`config.mk`:
```
export PLATFORM = sky130hd
export DESIGN_NAME = piso_serializer_flat
export DESIGN_NICKNAME = d
export VERILOG_FILES = /design/src/rtl/serial_pkg.sv /design/src/rtl/piso_serializer_if.sv /design/src/rtl/piso_serializer.sv /design/src/flat_wrapper.sv
export SDC_FILE = /design/constraint.sdc
export NUM_CORES = 1
export LEC_CHECK = 0
export CAP_MARGIN = 25
export CORE_AREA = 2 2 39 41
export DETAILED_ROUTE_END_ITERATION = 6
export DIE_AREA = 0 0 41 43
export HOLD_SLACK_MARGIN = 0.03
export PLACE_DENSITY = 0.65
export SLEW_MARGIN = 25
export SYNTH_ARGS = -nofsm -noshare
export SYNTH_HDL_FRONTEND = slang
export SYNTH_SLANG_ARGS = --single-unit
export TNS_END_PERCENT = 10
```
`constraint.sdc`:
```
create_clock -name clk -period 1.3 [get_ports clk]
set_clock_uncertainty 0.2 [all_clocks]
set_input_delay 0.195 -clock clk [delete_from_list [all_inputs] [get_ports clk]]
set_output_delay 0.195 -clock clk [all_outputs]
set_load 0.01 [all_outputs]
```
`src/rtl/serial_pkg.sv`:
```
// serial_pkg: definitions shared by the serial bit-stream blocks
// (the parallel-in serial-out serializer and the serial-to-parallel collector).
//   state_t    - two-state FSM encoding (IDLE, SHIFT)
//   SER_WIDTH  - default operand width in bits
package serial_pkg;

  localparam int SER_WIDTH = 4;

  typedef enum logic {
    IDLE  = 1'b0,
    SHIFT = 1'b1
  } state_t;

endpackage

```
`src/rtl/piso_serializer_if.sv`:
```
// piso_serializer_if: load handshake and serial output bundle for the serializer.
//   din        - parallel word to serialize (WIDTH bits)
//   load_valid - din is valid and held until accepted
//   load_ready - serializer can accept din this cycle
//   shift      - advance one bit at the next edge; low stalls the stream
//   sout       - current serial bit, LSB first
//   sout_valid - sout carries a valid bit
//   sout_last  - sout is the final bit of the current word
//   busy       - a word is in flight
// master: the block that loads words and drives shift; slave: the serializer.
interface piso_serializer_if #(
  parameter int WIDTH = serial_pkg::SER_WIDTH
);

  logic [WIDTH-1:0] din;
  logic             load_valid;
  logic             load_ready;
  logic             shift;
  logic             sout;
  logic             sout_valid;
  logic             sout_last;
  logic             busy;

  modport master (
    output din, load_valid, shift,
    input  load_ready, sout, sout_valid, sout_last, busy
  );

  modport slave (
    input  din, load_valid, shift,
    output load_ready, sout, sout_valid, sout_last, busy
  );

endinterface

```
`src/rtl/piso_serializer.sv`:
```
// piso_serializer: accepts a WIDTH-bit word over a valid/ready handshake and
// emits it LSB-first, one bit per cycle in which shift is high. A new word can
// be accepted on the edge that consumes the final bit of the current one, so
// back-to-back words stream without a bubble.
//   clk   - rising-edge clock
//   reset - asynchronous, active-high; aborts any word in flight
//   bus   - piso_serializer_if slave modport (handshake + serial outputs)
// Parameters: WIDTH >= 2; CNT_W with 2**CNT_W > WIDTH-1.
module piso_serializer
  import serial_pkg::*;
#(
  parameter int WIDTH = SER_WIDTH,
  parameter int CNT_W = 3
) (
  input logic               clk,
  input logic               reset,
  piso_serializer_if.slave  bus
);

  localparam logic [CNT_W-1:0] LAST_CNT = CNT_W'(WIDTH - 1);

  state_t           state, state_nxt;
  logic [WIDTH-1:0] shreg, shreg_nxt;
  logic [CNT_W-1:0] cnt,   cnt_nxt;

  logic at_last;
  logic load_ready;
  logic accept;

  assign at_last = (state == SHIFT) && (cnt == LAST_CNT);

  // The only input-to-output path: a reload is possible on the final bit
  // only if that bit is actually consumed at this edge.
  assign load_ready = !reset && ((state == IDLE) || (at_last && bus.shift));
  assign accept     = bus.load_valid && load_ready;

  assign bus.load_ready = load_ready;

  // NOTE: every register, the shift register included, is cleared by the
  // async reset so no stale bits can leak out after an abort.
  // NOTE: state updates use non-blocking assignments so all registers see
  // pre-edge values of each other.
  always_ff @(posedge clk or posedge reset) begin
    if (reset) begin
      state <= IDLE;
      shreg <= '0;
      cnt   <= '0;
    end else begin
      state <= state_nxt;
      shreg <= shreg_nxt;
      cnt   <= cnt_nxt;
    end
  end

  always_comb begin
    // NOTE: hold-by-default assignments first, so no path through the case
    // leaves a variable unassigned (which would infer a latch).
    state_nxt      = state;
    shreg_nxt      = shreg;
    cnt_nxt        = cnt;
    bus.sout       = 1'b0;
    bus.sout_valid = 1'b0;
    bus.sout_last  = 1'b0;
    bus.busy       = 1'b0;

    unique case (state)
      IDLE: begin
        if (accept) begin
          shreg_nxt = bus.din;
          cnt_nxt   = '0;
          state_nxt = SHIFT;
        end
      end

      SHIFT: begin
        // Outputs come straight from registers; reset clears state at once,
        // so they drop without waiting for a clock edge.
        bus.sout       = shreg[0];
        bus.sout_valid = 1'b1;
        bus.sout_last  = at_last;
        bus.busy       = 1'b1;

        if (bus.shift) begin
          if (!at_last) begin
            shreg_nxt = shreg >> 1;
            cnt_nxt   = cnt + 1'b1;
          end else if (accept) begin
            shreg_nxt = bus.din;
            cnt_nxt   = '0;
          end else begin
            cnt_nxt   = '0;
            state_nxt = IDLE;
          end
        end
      end

      default: state_nxt = IDLE;
    endcase
  end

endmodule

```
`src/flat_wrapper.sv`:
```
// flat-port wrapper written by rule: the top's interface ports become plain ports
module piso_serializer_flat import serial_pkg::*;
#(
  parameter int WIDTH = SER_WIDTH,
  parameter int CNT_W = 3
)
  (clk, reset, bus_din, bus_load_valid, bus_shift, bus_load_ready, bus_sout, bus_sout_valid, bus_sout_last, bus_busy);
  piso_serializer_if #(.WIDTH(WIDTH)) bus_i ();
  input logic clk;
  input logic reset;
  input wire logic [$bits(bus_i.din)-1:0] bus_din;
  input wire logic [$bits(bus_i.load_valid)-1:0] bus_load_valid;
  input wire logic [$bits(bus_i.shift)-1:0] bus_shift;
  output wire logic [$bits(bus_i.load_ready)-1:0] bus_load_ready;
  output wire logic [$bits(bus_i.sout)-1:0] bus_sout;
  output wire logic [$bits(bus_i.sout_valid)-1:0] bus_sout_valid;
  output wire logic [$bits(bus_i.sout_last)-1:0] bus_sout_last;
  output wire logic [$bits(bus_i.busy)-1:0] bus_busy;
  assign bus_i.din = bus_din;
  assign bus_i.load_valid = bus_load_valid;
  assign bus_i.shift = bus_shift;
  assign bus_load_ready = bus_i.load_ready;
  assign bus_sout = bus_i.sout;
  assign bus_sout_valid = bus_i.sout_valid;
  assign bus_sout_last = bus_i.sout_last;
  assign bus_busy = bus_i.busy;
  piso_serializer #(.WIDTH(WIDTH), .CNT_W(CNT_W)) u_core (.clk(clk), .reset(reset), .bus(bus_i));
endmodule
```
Yosys cells after proc, flatten, opt, wreduce, memory -nomap -nowiden. Index checks and enable logic that the tools add are counted.

Add/sub/neg operators: 1. Equality and inequality tests: 3. Multiplexer cells: 15. Bitwise logic cells: 1. Reductions and logical operators: 7.

Operators with widths (number): $mux 4 (3); $mux 3 (3); $pmux 4 s2 (1); $mux 1 (6); $pmux 3 s2 (1); $logic_and 1x1->1 (4); $add 3x1->3 const B (1); $eq 3x2->1 const B (1); $ne 2x1->1 const B (1); $ne 2x2->1 const B (1); $pmux 1 s2 (1); $reduce_and 2->1 (1); $logic_not 1->1 (1); $logic_or 1x1->1 (1); $not 1->1 (1).

Flip-flop bits (word level): 8. Input bits: 8. Output and inout port bits: 5. Logic and storage cells: 30.

Longest topological paths before layout. Gate-level depths: netlist of run 1.

Depth in word-level cells: 10. Mapped depth: 5. Depth with buffers taken out: 5.

Worst setup path after synthesis of run 1. No wires, ideal clock.

Path kind: register to register. Start point: reg u_core.cnt[0]. End point: reg u_core.shreg[0]. Setup time: 0.123 ns. Data arrival time: 1.079 ns. Required time: 0.977 ns. Slack: -0.102 ns. Cell stages (with the launch flop): 6. Path buffers: 0. Period minus slack after synthesis: 1.402 ns. Path through: dfrtp_1 ha_1 and2b_1 nor3_1 o21ai_1 o221a_1.

Longest elaborated chain between the ends: 10.

Ends and longest elaborated chain: start: declaration (RTL line piso_serializer.sv:24) `logic [CNT_W-1:0] cnt, cnt_nxt;`; start signal: assignment (RTL line piso_serializer.sv:51) `cnt <= cnt_nxt;`; $eq 3x2->1 * (RTL line piso_serializer.sv:30) `assign at_last = (state == SHIFT) && (cnt == LAST_CNT);`; $logic_and 1x1->1 * (RTL line piso_serializer.sv:30); $logic_and 1x1->1 (RTL line piso_serializer.sv:34) `assign load_ready = !reset && ((state == IDLE) || (at_last && bus.shift));`; $logic_or 1x1->1 (RTL line piso_serializer.sv:34); $logic_and 1x1->1 (RTL line piso_serializer.sv:34); $logic_and 1x1->1 (RTL line piso_serializer.sv:35) `assign accept = bus.load_valid && load_ready;`; $mux 4; $mux 4 (RTL line piso_serializer.sv:84) `if (!at_last) begin`; $mux 4 (RTL line piso_serializer.sv:83) `if (bus.shift) begin`; $pmux 4 s2 * (RTL line piso_serializer.sv:66) `unique case (state)`; end signal: assignment (RTL line piso_serializer.sv:50) `shreg <= shreg_nxt;`; end: declaration (RTL line piso_serializer.sv:23) `logic [WIDTH-1:0] shreg, shreg_nxt;`.

Mark *: on every way between the ends. The rest lies on a longest branch, timed or not. The select of a mux whose other input is x is not followed. A chain may end at the register's enable or synchronous reset.

Final worst setup path of run 1.
Start point: reg u_core.cnt[1]. End point: out bus_sout_last.

Longest elaborated chain between the ends: 3.

Ends and longest elaborated chain: $eq 3x2->1 (RTL line piso_serializer.sv:30); $logic_and 1x1->1 (RTL line piso_serializer.sv:30); $mux 1 (RTL line piso_serializer.sv:66); end: declaration (RTL line flat_wrapper.sv:17) `output wire logic [$bits(bus_i.sout_last)-1:0] bus_sout_last;`.

Every way passes these cells.

==> results of run 1 <==
==> state kept, by name (all words and copies together) (netlist names) <==
| register | cells |
|---|---|
| u_core.cnt | 3 |
| u_core.state | 1 |
| u_core.shreg | 4 |
==> power by group <==
part | switching (mW) | leakage, nW | internal (mW) | total (mW)
clock network | 0.0825 | 0.0138 | 0.106 | 0.188
registers | 0.0696 | 0.0944 | 0.346 | 0.416
logic | 0.378 | 0.244 | 0.470 | 0.848
total | 0.530 | 0.352 | 0.922 | 1.45
==> placed cells by master (no fill, tap or decap), types with 2 or more instances in the layout <==
cell type / Yosys / routed
sky130_fd_sc_hd__or2_0: 2 / 2
sky130_fd_sc_hd__clkdlybuf4s50_1: 0 / 7
sky130_fd_sc_hd__buf_2: 0 / 2
sky130_fd_sc_hd__and2b_1: 2 / 2
sky130_fd_sc_hd__o221a_1: 3 / 3
sky130_fd_sc_hd__nor2_1: 3 / 3
sky130_fd_sc_hd__clkbuf_4: 0 / 3
sky130_fd_sc_hd__o21ai_1: 1 / 2
sky130_fd_sc_hd__inv_1: 2 / 2
sky130_fd_sc_hd__and2_1: 2 / 2
sky130_fd_sc_hd__dfrtp_1: 8 / 7
sky130_fd_sc_hd__nand2_1: 5 / 5
sky130_fd_sc_hd__buf_4: 1 / 12
sky130_fd_sc_hd__clkbuf_2: 0 / 2
sky130_fd_sc_hd__buf_6: 2 / 2
==> cell families (layout without fill, tap and decap cells) <==
logic type               count (synthesis)  after routing  synth area share [%]
AO/OA/AOI/OAI                           14             14                 22.19
adder cells (fa/ha/maj)                  1              1                 2.551
buffers and inverters                    6             31                 8.930
flip-flops                               8              8                 40.82
AND/OR/NAND/NOR                         22             22                 25.51
==> area by class of cell <==
class	count	area, um2	area share (%)
multi-input combinational	37	300.3	39.47
tap	16	20.02	2.632
sequential	8	201.4	26.48
timing repair buffer	25	202.7	26.64
clock buffer	3	22.52	2.961
inverter	3	13.76	1.809
==> worst max-delay path, cell delays in order (launching register included) <==
cell and delay, ns:
sky130_fd_sc_hd__dfrtp_1 0.40, sky130_fd_sc_hd__ha_4 0.18, sky130_fd_sc_hd__and2b_1 0.16, sky130_fd_sc_hd__and2_1 0.13, sky130_fd_sc_hd__buf_2 0.14
==> how the worst max path moves through the flow <==
| stage | cells past startpoint | end | startpoint |
|---|---|---|---|
| 3_3_place_gp | 5 | bus_load_ready | bus_shift |
| 2_1_floorplan | 5 | u_core.shreg[0]$_DFFE_PP0P_ | u_core.cnt[1]$_DFFE_PP0P_ |
| 4_1_cts | 4 | bus_sout_last | u_core.cnt[0]$_DFFE_PP0P_ |
| 3_5_place_dp | 5 | bus_load_ready | bus_shift |
| 5_1_grt | 5 | bus_load_ready | u_core.cnt[0]$_DFFE_PP0P_ |
| 6_report | 4 | bus_sout_last | u_core.cnt[1]$_DFFE_PP0P_ |
==> metrics by stage <==
stage | cells | power, mW | hold WS (ns) | cell area [um2]
4_1_cts | 92 | 1.414 | 0.1044 | 754.5
6_report | 92 | 1.452 | 0.1067 | 760.7
2_1_floorplan | 51 | 0.8424 | -0.1843 | 503.0
5_1_grt | 92 | 1.578 | 0.1307 | 760.7
3_3_place_gp | 87 | 1.148 | 0.3141 | 695.7
3_5_place_dp | 87 | 1.157 | 0.3252 | 695.7
==> layer usage <==
layer  vias up  global-route usage, %  part of all wire (%)
met4         0                  7.333                   1.1
met1       221                  21.05                    42
li1        228                      -                     -
met5         -                      0                     0
met2        17                  23.44                    50
met3         2                  8.901                   6.8
==> timing repair <==
| item | CTS | global route |
|---|---|---|
| hold buffers | 0 | 0 |
| pin swaps | 2 | 5 |
| endpoints found under the setup margin | 11 | 12 |
| resized for setup | 27 | 5 |
| setup buffers | 2 | 0 |
| gates cloned | 0 | 0 |
==> results summary, run 1 <==
The flow ran to the end, but the final reports show violations. The checks that failed: setup timing. The max-slew violation total from the final report came out at 0. Measured along the y axis, the die boundary spans 43 um. Compared with the post-synthesis result, the final layout area differs by 55.10%.

The average detailed-routed wire length per instance came out at 13.45 um. The site row count is 14. After synthesis, the cell types taking the most area are sky130_fd_sc_hd__dfrtp_1 (41%), sky130_fd_sc_hd__o221a_1 (6.9%), sky130_fd_sc_hd__buf_6 (4.6%), sky130_fd_sc_hd__nand2_1 (3.8%), sky130_fd_sc_hd__o21ai_0 (3.1%).

The static leakage came out at 0.3520 nW. In the routed design, unresolved DRC markers number 0. Of all cell types, the one taking the most synthesized area is sky130_fd_sc_hd__dfrtp_1. 0 antenna diodes ended up in the layout. The kind of end point of the critical path is an output pin. The maximum achievable frequency came out at 603.8 MHz. The most instantiated flip-flop cell in the synthesis netlist is sky130_fd_sc_hd__dfrtp_1. The initial core utilization is 35.44%. The required time of the worst setup path is 0.90 ns.

The number of cells on the worst reg-to-reg path is 6. The arrival time of data at the critical path endpoint came out at 1.26 ns. The placer congestion estimate came out at 0.7493. The overall fraction of global-route tracks in use is 16.89%. The TritonCTS clock tree is built. The minimum clock period is 1.656 ns.

The level count of the clock H-tree came out at 1. The wire length of the first global-routing pass came out at 1.945 mm. The gate count after technology mapping is 51.

The average via count per standard cell is 5.087. The worst slack at placement is -0.6818 ns. The top-area cell type share of the netlist area came out at 40.82%. Input and output buffers added on the ports amount to 12.

The clock-pin slew on the worst setup and hold paths came out at 0.06 ns. For the final routed database, the setup TNS stands at -1.742 ns. Setup repair after global routing could not meet its margin everywhere. The setup slack on the worst flop-to-flop path came out at -0.21 ns. The power density over cell area came out at 1909 nW/um2. In this run the tightest slew margin relative to its limit is 81.49%. The later-pin clock latency in the skew report is 0.25 ns. The peak ir drop on the vdd network came out at 998.4 uV.

The unique cell type count in the Yosys netlist is 28. Averaged over all synthesized cells, the footprint is 9.617 um2. Ranked by instance count, the synthesized netlist is headed by sky130_fd_sc_hd__dfrtp_1 (8), sky130_fd_sc_hd__nand2_1 (5), sky130_fd_sc_hd__nor2_1 (3), sky130_fd_sc_hd__o21ai_0 (3), sky130_fd_sc_hd__o221a_1 (3). The total wirelength of the detailed-routed design came out at 1.237 mm. In this run the horizontal extent of the chip is 41 um. At the end of the flow the core is filled with cells to 54.97%.

The number of violations reported at the end of detailed-routing iteration 0 came out at 6. The number of global-route vias before repair is 449. The worst path setup slack after routing is -0.3562 ns. Setup violations remaining at the end of the flow were counted as 9. The net count of the finished layout is 87.

The total overflow left after global routing is 0. The number of sinks on the clock net came out at 8. The actual slew at the worst max-slew pin came out at 0.2777 ns. The final critical path takes up 127.4% of the cycle. The count of fill cells added during filler insertion came out at 140. The startpoint identified for the worst register-to-register timing path is u_core.cnt[1]$_DFFE_PP0P_. STA classifies the critical path startpoint as a flip-flop. The post-synthesis net count came out at 60. The total of max-cap violations is 0. The path class of the tightest hold or removal check is in -> async. By instance count, the leading cell after synthesis is sky130_fd_sc_hd__dfrtp_1. The overall die area came out at 1763 um2. The largest net degree at the start of global routing is 9. The standard cell core area came out at 1384 um2. The post-synthesis async set-or-reset flop share is 100.0%. The number of detailed-routing iterations run before antenna repair is 4. The number of buffers between clock root and the deepest sink is 2. The detail route stage leaves a number of antenna-violating nets equal to 0. The Yosys step of the flow raised 0 warnings. The total via count in the routed design is 468. The total count of hold-check failures in the final report came out at 0. The worst-path maximum fanout came out at 3. The critical path is of the reg -> out type. Counting the buffers created by CTS gives 3. The detailed-placement wirelength estimate is 842.7 um. The number of antenna violations at the first check in global routing is 0. For this run, the register share of the synthesized area comes to 40.82%. CTS placed an instance of sky130_fd_sc_hd__clkbuf_4 at the clock tree root.

The proportion of layout cells with a drive suffix above 1 is 46.05%. The capturing point of the worst reg2reg path is u_core.shreg[2]$_DFFE_PP0P_. The synthesized area came out at 490.5 um2.

Counting flops and latches in the post-synthesis netlist gives 8. The number of top-level pins is 13. The number of enable flip-flop cells after synthesis is 0.
Power figures use the tool's default switching activity.
==> run 2: changes to the inputs <==
ABC_AREA = 0   (was default)
CTS_CLUSTER_SIZE = 16   (was default)
==> results of run 2 <==
Same layout as run 1: the final DEF is identical, and so are final timing and power.
==> run 3: changes to the inputs <==
GPL_TIMING_DRIVEN = 1   (was default)
SKIP_CTS_REPAIR_TIMING = 1   (was default)
==> run 3 against run 2 <==
  * The flow still finishes with violations (setup timing)
  * Die area is the same
  * Largest cell class unchanged
  * Sequential cell count is the same
  * Combinational power grew 6.7%
  * Critical path depth is the same
  * Register-to-register slack lost 0.09 ns
  * Cell area grew 4.4%
  * Critical endpoint unchanged
==> results summary, run 3 (synthesis gave the netlist of run 1 again) <==
Result of the run: finished, violations left (unchanged). Violated checks: setup timing (unchanged). The flip-flop count of the largest register after layout was 4 (unchanged). The root buffer cell is sky130_fd_sc_hd__clkbuf_4 (unchanged).

The remaining global-route overflow is 0 (unchanged). The number of antenna repair diodes is 0 (unchanged). The non-filler instance count after layout is 94 (was 92). The number of global-route vias before repair came to 411 (was 449). The most common cell after layout, fill and taps aside was sky130_fd_sc_hd__buf_4 (unchanged).

The max-slew violation total from the final report came out at 0 (unchanged). The die outline height came to 43 um (unchanged). The maximum achievable frequency was 598.3 MHz (was 603.8 MHz). The static leakage came out at 0.3641 nW (was 0.3520 nW). The growth of design area from synthesis to finish is 61.99% (was 55.10%). The total via count in the routed design is 455 (was 468). The number of nets with antenna violations after detailed routing is 0 (unchanged).

The later-pin clock latency in the skew report is 0.25 ns (about the same). The power density over cell area is 1910 nW/um2 (was 1909 nW/um2). The total wirelength of the detailed-routed design is 1.223 mm (was 1.237 mm).

Commonest cells after routing, fill and taps aside: sky130_fd_sc_hd__buf_4 (13), sky130_fd_sc_hd__clkdlybuf4s50_1 (7), sky130_fd_sc_hd__dfrtp_1 (7) (was sky130_fd_sc_hd__buf_4 (12), sky130_fd_sc_hd__clkdlybuf4s50_1 (7), sky130_fd_sc_hd__dfrtp_1 (7)). The level count of the clock H-tree came out at 1 (unchanged). The beginning of the worst register-to-register path is u_core.cnt[0]$_DFFE_PP0P_ (was u_core.cnt[1]$_DFFE_PP0P_).

The actual slew at the worst max-slew pin came out at 0.3058 ns (was 0.2777 ns). The number of antenna violations at the first check in global routing came to 0 (unchanged). The share of the cycle needed by the critical path after routing is 128.6% (was 127.4%). The startpoint of the most critical setup path is u_core.cnt[0]$_DFFE_PP0P_ (was u_core.cnt[1]$_DFFE_PP0P_).

The average via count per standard cell is 4.840 (was 5.087). The overall die area was 1763 um2 (unchanged). The total number of nets in the final design came to 89 (was 87). The required time of the worst setup path came out at 0.90 ns (about the same). The number of violations reported at the end of detailed-routing iteration 0 is 4 (was 6).

The placer congestion estimate came out at 0.7493 (unchanged). The chip width was 41 um (unchanged). The average detailed-routed wire length per instance is 13.01 um (was 13.45 um). The storage element area is 201.4 um2 (unchanged). The initial core utilization is 35.44% (unchanged).

The clock-pin slew on the worst setup and hold paths is 0.06 ns (about the same). The remaining design rule violation count came out at 0 (unchanged). The minimum clock period came out at 1.671 ns (was 1.656 ns).

The critical setup path kind is reg -> out (unchanged). The count of placed standard cells including taps is 87 (unchanged). Registers with the highest flip-flop counts: u_core.shreg (4), u_core.cnt (3), u_core.state (1) (unchanged).

The tightest slew margin relative to the limit was 79.61% (was 81.49%). The number of clock buffers inserted by TritonCTS came out at 3 (unchanged). The final count of negative-setup-slack endpoints came out at 10 (was 9). The wire length of the first global-routing pass was 1.849 mm (was 1.945 mm). The register containing the most flip-flops in the final layout is u_core.shreg (unchanged).

The largest net degree at the start of global routing is 9 (unchanged). The proportion of layout cells with a drive suffix above 1 came to 46.15% (was 46.05%). The arrival time of data at the critical path endpoint came out at 1.28 ns (was 1.26 ns). The area of combinational cells with multiple inputs came to 300.3 um2 (unchanged). The total count of hold-check failures in the final report came to 0 (unchanged). The peak ir drop on the vdd network came out at 1145 uV (was 998.4 uV). The detailed-placement wirelength estimate is 842.7 um (unchanged). The kind of end point of the critical path is an output pin (unchanged). The worst path setup slack after routing is -0.3713 ns (was -0.3562 ns). The site row count came to 14 (unchanged).

The worst-path maximum fanout came out at 3 (unchanged). The number of detailed-routing iterations run before antenna repair came out at 4 (unchanged). The overall fraction of global-route tracks in use was 16.18% (was 16.89%). The TritonCTS clock tree is built (unchanged). The class of the tightest hold or removal check is in -> async (unchanged). The number of top-level pins is 13 (unchanged). The count of fill cells added during filler insertion is 127 (was 140). The standard cell core area is 1384 um2 (unchanged). The critical path launch point type was a flip-flop (unchanged). The worst slack at placement came out at -0.6818 ns (unchanged). The number of sinks on the clock net is 8 (unchanged). RSZ-0062 raised after global routing: yes (unchanged).

The total of max-cap violations is 0 (unchanged). The port buffer count is 12 (unchanged). The number of buffers between clock root and the deepest sink came to 2 (unchanged).
-- run 3: worst paths after layout --
path	endpoint	slack [ns]	depth (start not counted)
max in group asynchronous	u_core.state$_DFF_PP0_	0.66	3
worst min register to register	u_core.shreg[2]$_DFFE_PP0P_	0.34	1
worst max register to register	u_core.shreg[2]$_DFFE_PP0P_	-0.30	7
worst max-delay path	bus_sout_last	-0.37	4
worst min-delay path	u_core.cnt[2]$_DFFE_PP0P_	0.1	3
min in group clk	u_core.shreg[2]$_DFFE_PP0P_	0.34	1
-- run 3: where the power goes --
group	internal [mW]	switching (mW)	leakage, nW
clock network	0.106	0.0874	0.0138
registers	0.346	0.0731	0.0944
logic	0.525	0.380	0.256
-- run 3: metal layers --
| metal | global-route usage (%) | share of wire, % | vias to the layer above |
|---|---|---|---|
| li1 | - | - | 231 |
| met1 | 22.04 | 43 | 208 |
| met2 | 22.19 | 50 | 14 |
| met5 | 0 | 0 | - |
| met4 | 6.000 | 1.1 | 0 |
| met3 | 6.806 | 5.6 | 2 |
-- run 3: stage by stage --
stage | power, mW | util (%) | setup TNS, ns | hold WS [ns] | cell area, um2
2_1_floorplan | 0.8424 | - | -0.1537 | -0.1843 | 503.0
3_3_place_gp | 1.148 | 50.27 | -3.822 | 0.3141 | 695.7
3_5_place_dp | 1.157 | 50.27 | -3.921 | 0.3252 | 695.7
4_1_cts | 1.355 | 51.90 | -3.993 | 0.09672 | 718.2
5_1_grt | 1.630 | 57.41 | -2.496 | 0.1299 | 794.5
6_report | 1.517 | 57.41 | -1.991 | 0.09511 | 794.5
-- run 3: area by class of cell --
class / count / area share, %
Sequential cell: 8 / 25.35
Clock buffer: 3 / 2.835
Inverter: 3 / 1.732
Tap cell: 16 / 2.520
Timing Repair Buffer: 27 / 29.76
Multi-Input combinational cell: 37 / 37.80
-- run 3: worst max-delay path, cell delays in order, from the launching register on --
cell                       delay [ns]
sky130_fd_sc_hd__dfrtp_1         0.41
sky130_fd_sc_hd__ha_4            0.18
sky130_fd_sc_hd__and2b_1         0.16
sky130_fd_sc_hd__and2_1          0.15
sky130_fd_sc_hd__clkbuf_2        0.13
